<file path="src/rtl/coin_beam_latch_if.sv">
// Coin-chute beam sensor bus: raw pins and acknowledges in,
// sticky flags and packed coin counters out.
interface coin_beam_latch_if #(
   parameter int NUM_CH = 4,
   parameter int CNT_W  = 16
);
   logic [NUM_CH-1:0]       sensor_in;
   logic [NUM_CH-1:0]       ack;
   logic [NUM_CH-1:0]       beam_broken;
   logic [NUM_CH-1:0]       overrun;
   logic [NUM_CH*CNT_W-1:0] coin_count;

   modport master (
      output sensor_in,
      output ack,
      input  beam_broken,
      input  overrun,
      input  coin_count
   );

   modport slave (
      input  sensor_in,
      input  ack,
      output beam_broken,
      output overrun,
      output coin_count
   );
endinterface

</file>
<file path="src/rtl/coin_beam_latch.sv">
// Coin-chute IR beam front end: sync, debounce, per-channel
// arm/clear/broken FSM, coin counters and sticky ack'd flags.
module coin_beam_latch #(
   parameter int NUM_CH          = 4,
   parameter int DEBOUNCE_CYCLES = 30000,
   parameter int CNT_W           = 16,
   parameter bit SENSE_LOW       = 1'b1
) (
   input logic               clock,
   input logic               reset,
   coin_beam_latch_if.slave  bus
);

   localparam int DW = $clog2(DEBOUNCE_CYCLES + 1);
   localparam logic [DW-1:0] DMAX = DW'(DEBOUNCE_CYCLES);
   // Raw pin level of a clear beam.
   localparam logic IDLE_PIN = SENSE_LOW;

   typedef enum logic [1:0] {
      ARM,
      CLEAR,
      BROKEN
   } st_e;

   logic [NUM_CH-1:0] s1_q;
   logic [NUM_CH-1:0] s2_q;
   logic [NUM_CH-1:0] brk_s;
   logic [NUM_CH-1:0] acc_q;
   logic [NUM_CH-1:0] acc_d;
   logic [DW-1:0]     deb_q [NUM_CH];
   logic [DW-1:0]     deb_d [NUM_CH];
   st_e               st_q  [NUM_CH];
   st_e               st_d  [NUM_CH];
   logic [NUM_CH-1:0] coin;
   logic [NUM_CH-1:0] ack_q;
   logic [NUM_CH-1:0] ack_edge;
   logic [NUM_CH-1:0] bb_q;
   logic [NUM_CH-1:0] bb_d;
   logic [NUM_CH-1:0] ovr_q;
   logic [NUM_CH-1:0] ovr_d;
   logic [CNT_W-1:0]  cnt_q [NUM_CH];
   logic [CNT_W-1:0]  cnt_d [NUM_CH];

   // Two-flop synchroniser on the asynchronous sensor pins.
   always_ff @(posedge clock or negedge reset) begin
      if (!reset) begin
         s1_q <= {NUM_CH{IDLE_PIN}};
         s2_q <= {NUM_CH{IDLE_PIN}};
      end else begin
         s1_q <= bus.sensor_in;
         s2_q <= s1_q;
      end
   end

   assign brk_s = SENSE_LOW ? ~s2_q : s2_q;

   // Debounce: count consecutive samples that disagree with the
   // accepted level; flip the accepted level when the count hits max.
   always_comb begin
      for (int i = 0; i < NUM_CH; i++) begin
         acc_d[i] = acc_q[i];
         deb_d[i] = '0;
         if (brk_s[i] != acc_q[i]) begin
            if (deb_q[i] == DMAX) begin
               deb_d[i] = deb_q[i];
            end else begin
               deb_d[i] = deb_q[i] + DW'(1);
            end
            if (deb_d[i] == DMAX) begin
               acc_d[i] = brk_s[i];
            end
         end
      end
   end

   // Accepted level resets to "broken" so ARM only leaves once a
   // clear beam has been freshly accepted after reset.
   always_ff @(posedge clock or negedge reset) begin
      if (!reset) begin
         acc_q <= '1;
         for (int i = 0; i < NUM_CH; i++) begin
            deb_q[i] <= '0;
         end
      end else begin
         acc_q <= acc_d;
         for (int i = 0; i < NUM_CH; i++) begin
            deb_q[i] <= deb_d[i];
         end
      end
   end

   // Channel FSM next state; a coin is the CLEAR -> BROKEN step.
   always_comb begin
      for (int i = 0; i < NUM_CH; i++) begin
         st_d[i] = st_q[i];
         coin[i] = 1'b0;
         unique case (st_q[i])
            ARM: begin
               if (!acc_q[i]) st_d[i] = CLEAR;
            end
            CLEAR: begin
               if (acc_q[i]) begin
                  st_d[i] = BROKEN;
                  coin[i] = 1'b1;
               end
            end
            BROKEN: begin
               if (!acc_q[i]) st_d[i] = CLEAR;
            end
            default: st_d[i] = ARM;
         endcase
      end
   end

   // Channel FSM state register.
   always_ff @(posedge clock or negedge reset) begin
      if (!reset) begin
         for (int i = 0; i < NUM_CH; i++) begin
            st_q[i] <= ARM;
         end
      end else begin
         for (int i = 0; i < NUM_CH; i++) begin
            st_q[i] <= st_d[i];
         end
      end
   end

   assign ack_edge = bus.ack & ~ack_q;

   // Flags and counters; a coin beats a same-cycle ack edge.
   always_comb begin
      for (int i = 0; i < NUM_CH; i++) begin
         bb_d[i]  = bb_q[i];
         ovr_d[i] = ovr_q[i];
         cnt_d[i] = cnt_q[i];
         if (coin[i]) begin
            cnt_d[i] = cnt_q[i] + CNT_W'(1);
            bb_d[i]  = 1'b1;
            if (ack_edge[i]) begin
               ovr_d[i] = 1'b0;
            end else if (bb_q[i]) begin
               ovr_d[i] = 1'b1;
            end
         end else if (ack_edge[i]) begin
            bb_d[i]  = 1'b0;
            ovr_d[i] = 1'b0;
         end
      end
   end

   // Ack history, sticky flags and coin counters.
   always_ff @(posedge clock or negedge reset) begin
      if (!reset) begin
         ack_q <= '0;
         bb_q  <= '0;
         ovr_q <= '0;
         for (int i = 0; i < NUM_CH; i++) begin
            cnt_q[i] <= '0;
         end
      end else begin
         ack_q <= bus.ack;
         bb_q  <= bb_d;
         ovr_q <= ovr_d;
         for (int i = 0; i < NUM_CH; i++) begin
            cnt_q[i] <= cnt_d[i];
         end
      end
   end

   assign bus.beam_broken = bb_q;
   assign bus.overrun     = ovr_q;

   for (genvar g = 0; g < NUM_CH; g++) begin : g_cnt
      assign bus.coin_count[g*CNT_W +: CNT_W] = cnt_q[g];
   end

endmodule

</file>
<file path="src/flat_wrapper.sv">
// flat-port wrapper written by rule: the top's interface ports become plain ports
module coin_beam_latch_flat 
#(
   parameter int NUM_CH          = 4,
   parameter int DEBOUNCE_CYCLES = 30000,
   parameter int CNT_W           = 16,
   parameter bit SENSE_LOW       = 1'b1
)
  (clock, reset, bus_sensor_in, bus_ack, bus_beam_broken, bus_overrun, bus_coin_count);
  coin_beam_latch_if #(.NUM_CH(NUM_CH), .CNT_W(CNT_W)) bus_i ();
  input logic clock;
  input logic reset;
  input wire logic [$bits(bus_i.sensor_in)-1:0] bus_sensor_in;
  input wire logic [$bits(bus_i.ack)-1:0] bus_ack;
  output wire logic [$bits(bus_i.beam_broken)-1:0] bus_beam_broken;
  output wire logic [$bits(bus_i.overrun)-1:0] bus_overrun;
  output wire logic [$bits(bus_i.coin_count)-1:0] bus_coin_count;
  assign bus_i.sensor_in = bus_sensor_in;
  assign bus_i.ack = bus_ack;
  assign bus_beam_broken = bus_i.beam_broken;
  assign bus_overrun = bus_i.overrun;
  assign bus_coin_count = bus_i.coin_count;
  coin_beam_latch #(.NUM_CH(NUM_CH), .DEBOUNCE_CYCLES(DEBOUNCE_CYCLES), .CNT_W(CNT_W), .SENSE_LOW(SENSE_LOW)) u_core (.clock(clock), .reset(reset), .bus(bus_i));
endmodule
</file>
<file path="config.mk">
export PLATFORM = sky130hd
export DESIGN_NAME = coin_beam_latch_flat
export DESIGN_NICKNAME = d
export VERILOG_FILES = /design/src/rtl/coin_beam_latch_if.sv /design/src/rtl/coin_beam_latch.sv /design/src/flat_wrapper.sv
export SDC_FILE = /design/constraint.sdc
export NUM_CORES = 1
export LEC_CHECK = 0
export BUFFER_PORTS_ARGS = -buffer_cell sky130_fd_sc_hd__buf_2
export CELL_PAD_IN_SITES_DETAIL_PLACEMENT = 1
export CELL_PAD_IN_SITES_GLOBAL_PLACEMENT = 2
export CORE_ASPECT_RATIO = 1.5
export CORE_MARGIN = 1
export CORE_UTILIZATION = 38
export DETAILED_ROUTE_END_ITERATION = 10
export GPL_TIMING_DRIVEN = 1
export PLACE_DENSITY_LB_ADDON = 0.1
export SLEW_MARGIN = 15
export SYNTH_ARGS = -nofsm -noshare
export SYNTH_HDL_FRONTEND = slang
export SYNTH_SLANG_ARGS = --single-unit
</file>
<file path="constraint.sdc">
create_clock -name clock -period 2.5 [get_ports clock]
set_input_delay 0.5 -clock clock [delete_from_list [all_inputs] [get_ports clock]]
set_output_delay 0.5 -clock clock [all_outputs]
set_load 0.1 [all_outputs]
</file>
# ---- Yosys cells after proc, flatten, opt, wreduce, memory -nomap -nowiden
# Cells that the tools add are included.
dict set report totals {
  register_bits 156
  input_bits 10
  word_cells 146
}
dict set report classes {
  n_bitwise 3
  n_reduce_logical 28
  add_sub_neg 8
  muxes 52
  eq_ne 28
}
# operator count
set op_table {}
lappend op_table {{15-bit 2-to-1 mux} 12}
lappend op_table {{15-bit == test, second input constant} 8}
lappend op_table {{16-bit by 1-bit adder with 16-bit output, second input constant} 4}
lappend op_table {{15-bit by 1-bit adder with 15-bit output, second input constant} 4}
lappend op_table {{1-bit 2-to-1 mux} 28}
lappend op_table {{2-bit AND reduction} 12}
lappend op_table {{2-bit 2-to-1 mux} 8}
lappend op_table {{2-bit one-hot mux with 2 select lines} 4}
lappend op_table {{2-bit nonzero test} 8}
lappend op_table {{2-bit by 1-bit == test with 1-bit output, second input constant} 4}
lappend op_table {{2-bit == test, second input constant} 4}
lappend op_table {{2-bit zero test} 4}
lappend op_table {{2-bit by 1-bit != test with 1-bit output, second input constant} 4}
lappend op_table {{2-bit != test, second input constant} 4}
lappend op_table {{4-bit NOT} 2}
lappend op_table {{2-bit OR reduction} 4}
lappend op_table {{4-bit AND} 1}
lappend op_table {{1-bit != test} 4}

# ---- Logic depth before layout (Yosys ltp)
dict set report depth {
  word_depth 5
  depth_mapped 8
}

# ---- Worst setup path before layout
# OpenSTA, ideal clock, no wires.
dict set report synth_path {
  kind {reg-to-reg}
  from {register u_core.cnt_q (netlist bit u_core.bus.coin_count[50])}
  to {register u_core.cnt_q (netlist bit u_core.bus.coin_count[63])}
  slack_ns 0.260
  arrival_ns 2.079
  stages_incl_launch_ff 7
  setup_time_ns 0.161
  cell_sequence {dfrtp_1 -> and4_1 -> and3_1 -> and3_1 -> nand3_1 -> nor2_1 -> xor2_1}
}
dict set report synth_between {
  elab_chain_len 1
}
# element line
set synth_lines {}
lappend synth_lines {{from (decl)} coin_beam_latch.sv:41} ;# logic [CNT_W-1:0] cnt_q [NUM_CH];
lappend synth_lines {{from (signal, indexed assignment)} coin_beam_latch.sv:165} ;# cnt_q[i] <= cnt_d[i];
lappend synth_lines {{16-bit by 1-bit adder with 16-bit output} coin_beam_latch.sv:137} ;# cnt_d[i] = cnt_q[i] + CNT_W'(1);
# Every way passes these cells.
# A chain may end at the register's enable or synchronous reset.

# ---- Worst setup path in the final report
dict set report layout_path {
  from {register u_core.deb_q[0] (netlist name)}
  to {register u_core.acc_q[3]}
}
dict set report layout_between {
  elab_chain_len 5
}
# element line
set layout_lines {}
lappend layout_lines {{from (decl)} coin_beam_latch.sv:30} ;# logic [DW-1:0] deb_q [NUM_CH];
lappend layout_lines {{from (signal, indexed assignment)} coin_beam_latch.sv:87} ;# deb_q[i] <= deb_d[i];
lappend layout_lines {{15-bit by 1-bit adder with 15-bit output or 15-bit == test (tied branches)} {coin_beam_latch.sv:67, coin_beam_latch.sv:64}}
lappend layout_lines {{15-bit 2-to-1 mux (*)} coin_beam_latch.sv:64} ;# if (deb_q[i] == DMAX) begin
lappend layout_lines {{15-bit 2-to-1 mux (*)} coin_beam_latch.sv:63} ;# if (brk_s[i] != acc_q[i]) begin
lappend layout_lines {{15-bit == test (*)} coin_beam_latch.sv:69} ;# if (deb_d[i] == DMAX) begin
lappend layout_lines {{2-bit AND reduction (no line) (*)} --}
lappend layout_lines {{to (signal assigned)} coin_beam_latch.sv:80} ;# acc_q <= '1;
lappend layout_lines {{to (signal assigned)} coin_beam_latch.sv:85} ;# acc_q <= acc_d;
lappend layout_lines {{to (decl)} coin_beam_latch.sv:28} ;# logic [NUM_CH-1:0] acc_q;
# Every way passes the cells marked *; elsewhere a longest branch is shown, timed or not. The select of a mux whose other input is x is not followed.

==> key figures <==
Run status
  – Status: finished, final reports clean

Worst setup path
  – Critical path required time: 2.84 ns
  – Worst setup path class: flip-flop to flip-flop
  – Startpoint Class: flip-flop
  – Worst Setup SP: u_core.deb_q[0]
  – Critical Path AT: 2.67 ns
  – Max FO, Critical Path: 8
  – Reg2reg start: u_core.deb_q[0]
  – End of the worst register-to-register path: u_core.acc_q[3]
  – Setup crit end kind: flip-flop
  – R2r setup slk: 0.18 ns
  – Reg2reg path depth: 8
  – Worst Setup EP: u_core.acc_q[3]

Global routing
  – Initial antenna violation count: 0
  – Routing usage on met3: 0.0395
  – Grt met1 use: 0.221
  – Total GRT Usage: 0.190
  – First-pass GRT wire length: 30300 microns
  – GR Util met2: 0.339
  – Total grt overflow: 0
  – Largest net degree at the start of global routing: 56
  – Vias in the first global route: 6125
  – Busiest grt layer: met2

Finish
  – # diodes: 0
  – P&R area growth vs syn: 18.4%
  – Fill cells: 2180
  – Finished Cell Area: 0.00894 sq mm
  – Layout cells sized above 1: 0.198
  – Fin nets: 852

Pwr
  – Max VDD drop: about 0.43 mV
  – Register share of total power: 0.501
  – Clk pwr share: 0.466
  – P_int: 3.98 mW
  – Switching share of total power: 0.229
  – Leakage: 4.18 nW
  – PnR Total Power: 5.16 mW
  – Combinational share of power: 0.032
  – PwrDens: 577 mW/mm^2
  – NetSw: ~1.2 mW

Clocking
  – CTS Buf Count: 17
  – Latest clock arrival within the worst-skew pair: 0.42 ns
  – Post-CTS Setup Inserts: 0
  – Htree depth: 4
  – Clk slew on worst S/H paths: 0.06 ns
  – Clk sink count: 156
  – Max Root-Sink Buffers: 2
  – TritonCTS clock tree: built
  – CTS Root Cell: clkbuf_16

Timing
  – Slew Viols, Final: 0
  – RSZ-0062 raised after global routing: false
  – Max Freq: 431 MHz
  – Skew final: 0.0126 ns
  – Final Cycle Share: 0.929
  – Setup violators final: 0
  – Minimum clock period: ~2.3 ns
  – Actual slew at the worst max-slew pin: around 0.55 ns
  – Final hold violations: 0
  – Rel. slew slack: 0.633

Route
  – Vias/cell: slightly above 5
  – Vias: 5684
  – Drt initial violations: 140
  – 1st-pass router iterations: 4
  – WL per Instance: roughly 16 microns
  – Antenna-violating nets left: 0
  – Final WL: about 18000 microns
  – Residual DRC: 0

Place
  – GPL Wtd Cong: 0.863
  – DPL Wire Length: 13200 microns
  – Input/output buffers: 81
  – Placement Cell Area: 0.00837 sq mm

Die
  – Initial cell density of the core: 0.391
  – Width of the die: 117 microns
  – Area of the core: 0.0193 sq mm
  – Die height: 175 microns
  – Full die area: 0.0205 sq mm
  – Ports: 82
  – Rows: 62

Yosys
  – Synth area leader: dfrtp_1
  – Post-synth top cells: dfrtp_1, nor2_1, xnor2_1
  – Ys flop type: dfrtp_1
  – Share of the synthesized area in the top cell type: 0.477
  – Sequential share of the synthesized area: 0.519
  – YS warnings: 0
  – Share of flip-flops with an asynchronous set or reset: 1.00
  – Top-count cell post-synth: dfrtp_1
  – Yosys reg bits: between 150 and 200
  – Synthesized instance count: 729
  – Syn Nets: 751
  – Syn avg cell area: 10.4 sq um
  – Mapped cell area: 0.00755 sq mm
  – Post-synth EDFFs: 0
  – Synth area leaders: dfrtp_1, xnor2_1, xor2_1, nor2_1, dfstp_2
  – Yosys cell types: 64

Hold path
  – HP Class: input pin to asynchronous set/reset pin

Run
  – MaxCap Viol Count: 0
-- worst max-delay path: stages, from the launching register on --
cell and delay (ns):
dfrtp_2 0.46, inv_1 0.08, ha_1 0.14, and4bb_1 0.20, nand4_2 0.15, mux2_4 0.33
a211o_1 0.29, a2111oi_2 0.39, mux2i_1 0.22
-- metal layers --
layer	share of wire	wire length, microns
met1	0.41	7390
met2	0.55	9810
met3	0.019	332
met4	0.017	297
met5	0	0
-- area by class of cell --
type | count | area, sq um | share of cell area
tap | 256 | 320 | 0.0358
inverter | 31 | 116 | 0.0130
clock inverter | 13 | 114 | 0.0127
timing repair buffer | 100 | 579 | 0.0648
sequential | 156 | 3920 | 0.439
clock buffer | 18 | 429 | 0.0480
multi-input combinational | 524 | 3460 | 0.387
-- through the flow --
stage	worst slack [ns]	hold slack [ns]	utilization	std cells	TNS (ns)
finish	0.177	0.0490	0.463	1098	0
global route	0.0186	0.0820	0.463	1098	0
CTS	0.0592	0.0577	0.462	1098	0
detailed placement	-0.0412	0.347	0.433	1067	-0.0412
global placement	0.0876	0.345	0.433	1067	0
floorplan	0.260	0.204	-	729	0
-- flip-flops by register name, summed over array words and instances, names as in the netlist --
name                    cells
u_core.s2_q                 4
u_core.acc_q                4
u_core.st_q                 8
u_core.deb_q               60
u_core.ack_q                4
u_core.bus.beam_broken      4
u_core.bus.overrun          4
u_core.s1_q                 4
u_core.bus.coin_count      64
-- logic make-up after synthesis --
| group | after synthesis | share of synthesized area |
|---|---|---|
| xor+xnor | 124 | 0.144 |
| simple gates | 315 | 0.221 |
| buf+inv | 49 | 0.0260 |
| compound gates | 62 | 0.0547 |
| mux | 11 | 0.0159 |
| fa+ha+maj | 12 | 0.0199 |
| flops | 156 | 0.519 |
-- worst min-delay path by stage --
stage                               from                to  slack (ns)  cells past startpoint
after detailed placement  u_core.s1_q[3]    u_core.s2_q[3]        0.35                      0
after CTS                          reset  u_core.deb_q[16]        0.06                      1
final                              reset  u_core.deb_q[16]        0.05                      1
after floorplan                    reset   u_core.ack_q[0]        0.20                      0
after global placement    u_core.s1_q[1]    u_core.s2_q[1]        0.35                      0
after global routing               reset  u_core.deb_q[16]        0.08                      1
-- power groups by stage --
stage	Clock (mW)	Sequential [mW]	Combinational [mW]
floorplan	0	2.62	0.0797
CTS	2.49	2.59	0.175
finish	2.41	2.59	0.168
global placement	0	2.63	0.170
detailed placement	0	2.63	0.175
global route	2.59	2.59	0.195
-- timing repair --
action | 4_1_cts | 5_1_grt
setup endpoints to repair | 1 | 2
hold buffers | 0 | 0
pin swaps | 0 | 1
resized for setup | 3 | 5
-- placed cells by master (no fill, tap or decap), types with 4 or more instances in the layout --
| master | instances |
|---|---|
| dfstp_2 | 12 |
| nor4_1 | 6 |
| nor4b_1 | 4 |
| a21o_1 | 4 |
| a21oi_1 | 24 |
| xnor2_1 | 74 |
| and4_1 | 16 |
| dfrtp_1 | 142 |
| nand3_1 | 46 |
| nand4_1 | 19 |
| and3_1 | 14 |
| clkinv_2 | 5 |
| nor2b_1 | 4 |
| clkbuf_16 | 17 |
| buf_4 | 17 |
| nand2_1 | 64 |
| nand3b_1 | 4 |
| inv_6 | 5 |
| mux2_2 | 4 |
| o21ai_0 | 10 |
| xor2_1 | 50 |
| buf_2 | 80 |
| mux2i_1 | 6 |
| inv_1 | 31 |
| and2_1 | 8 |
| nor3_1 | 11 |
| ha_1 | 11 |
| nor2_1 | 86 |
Note: power is estimated with default switching activity, not from simulation.
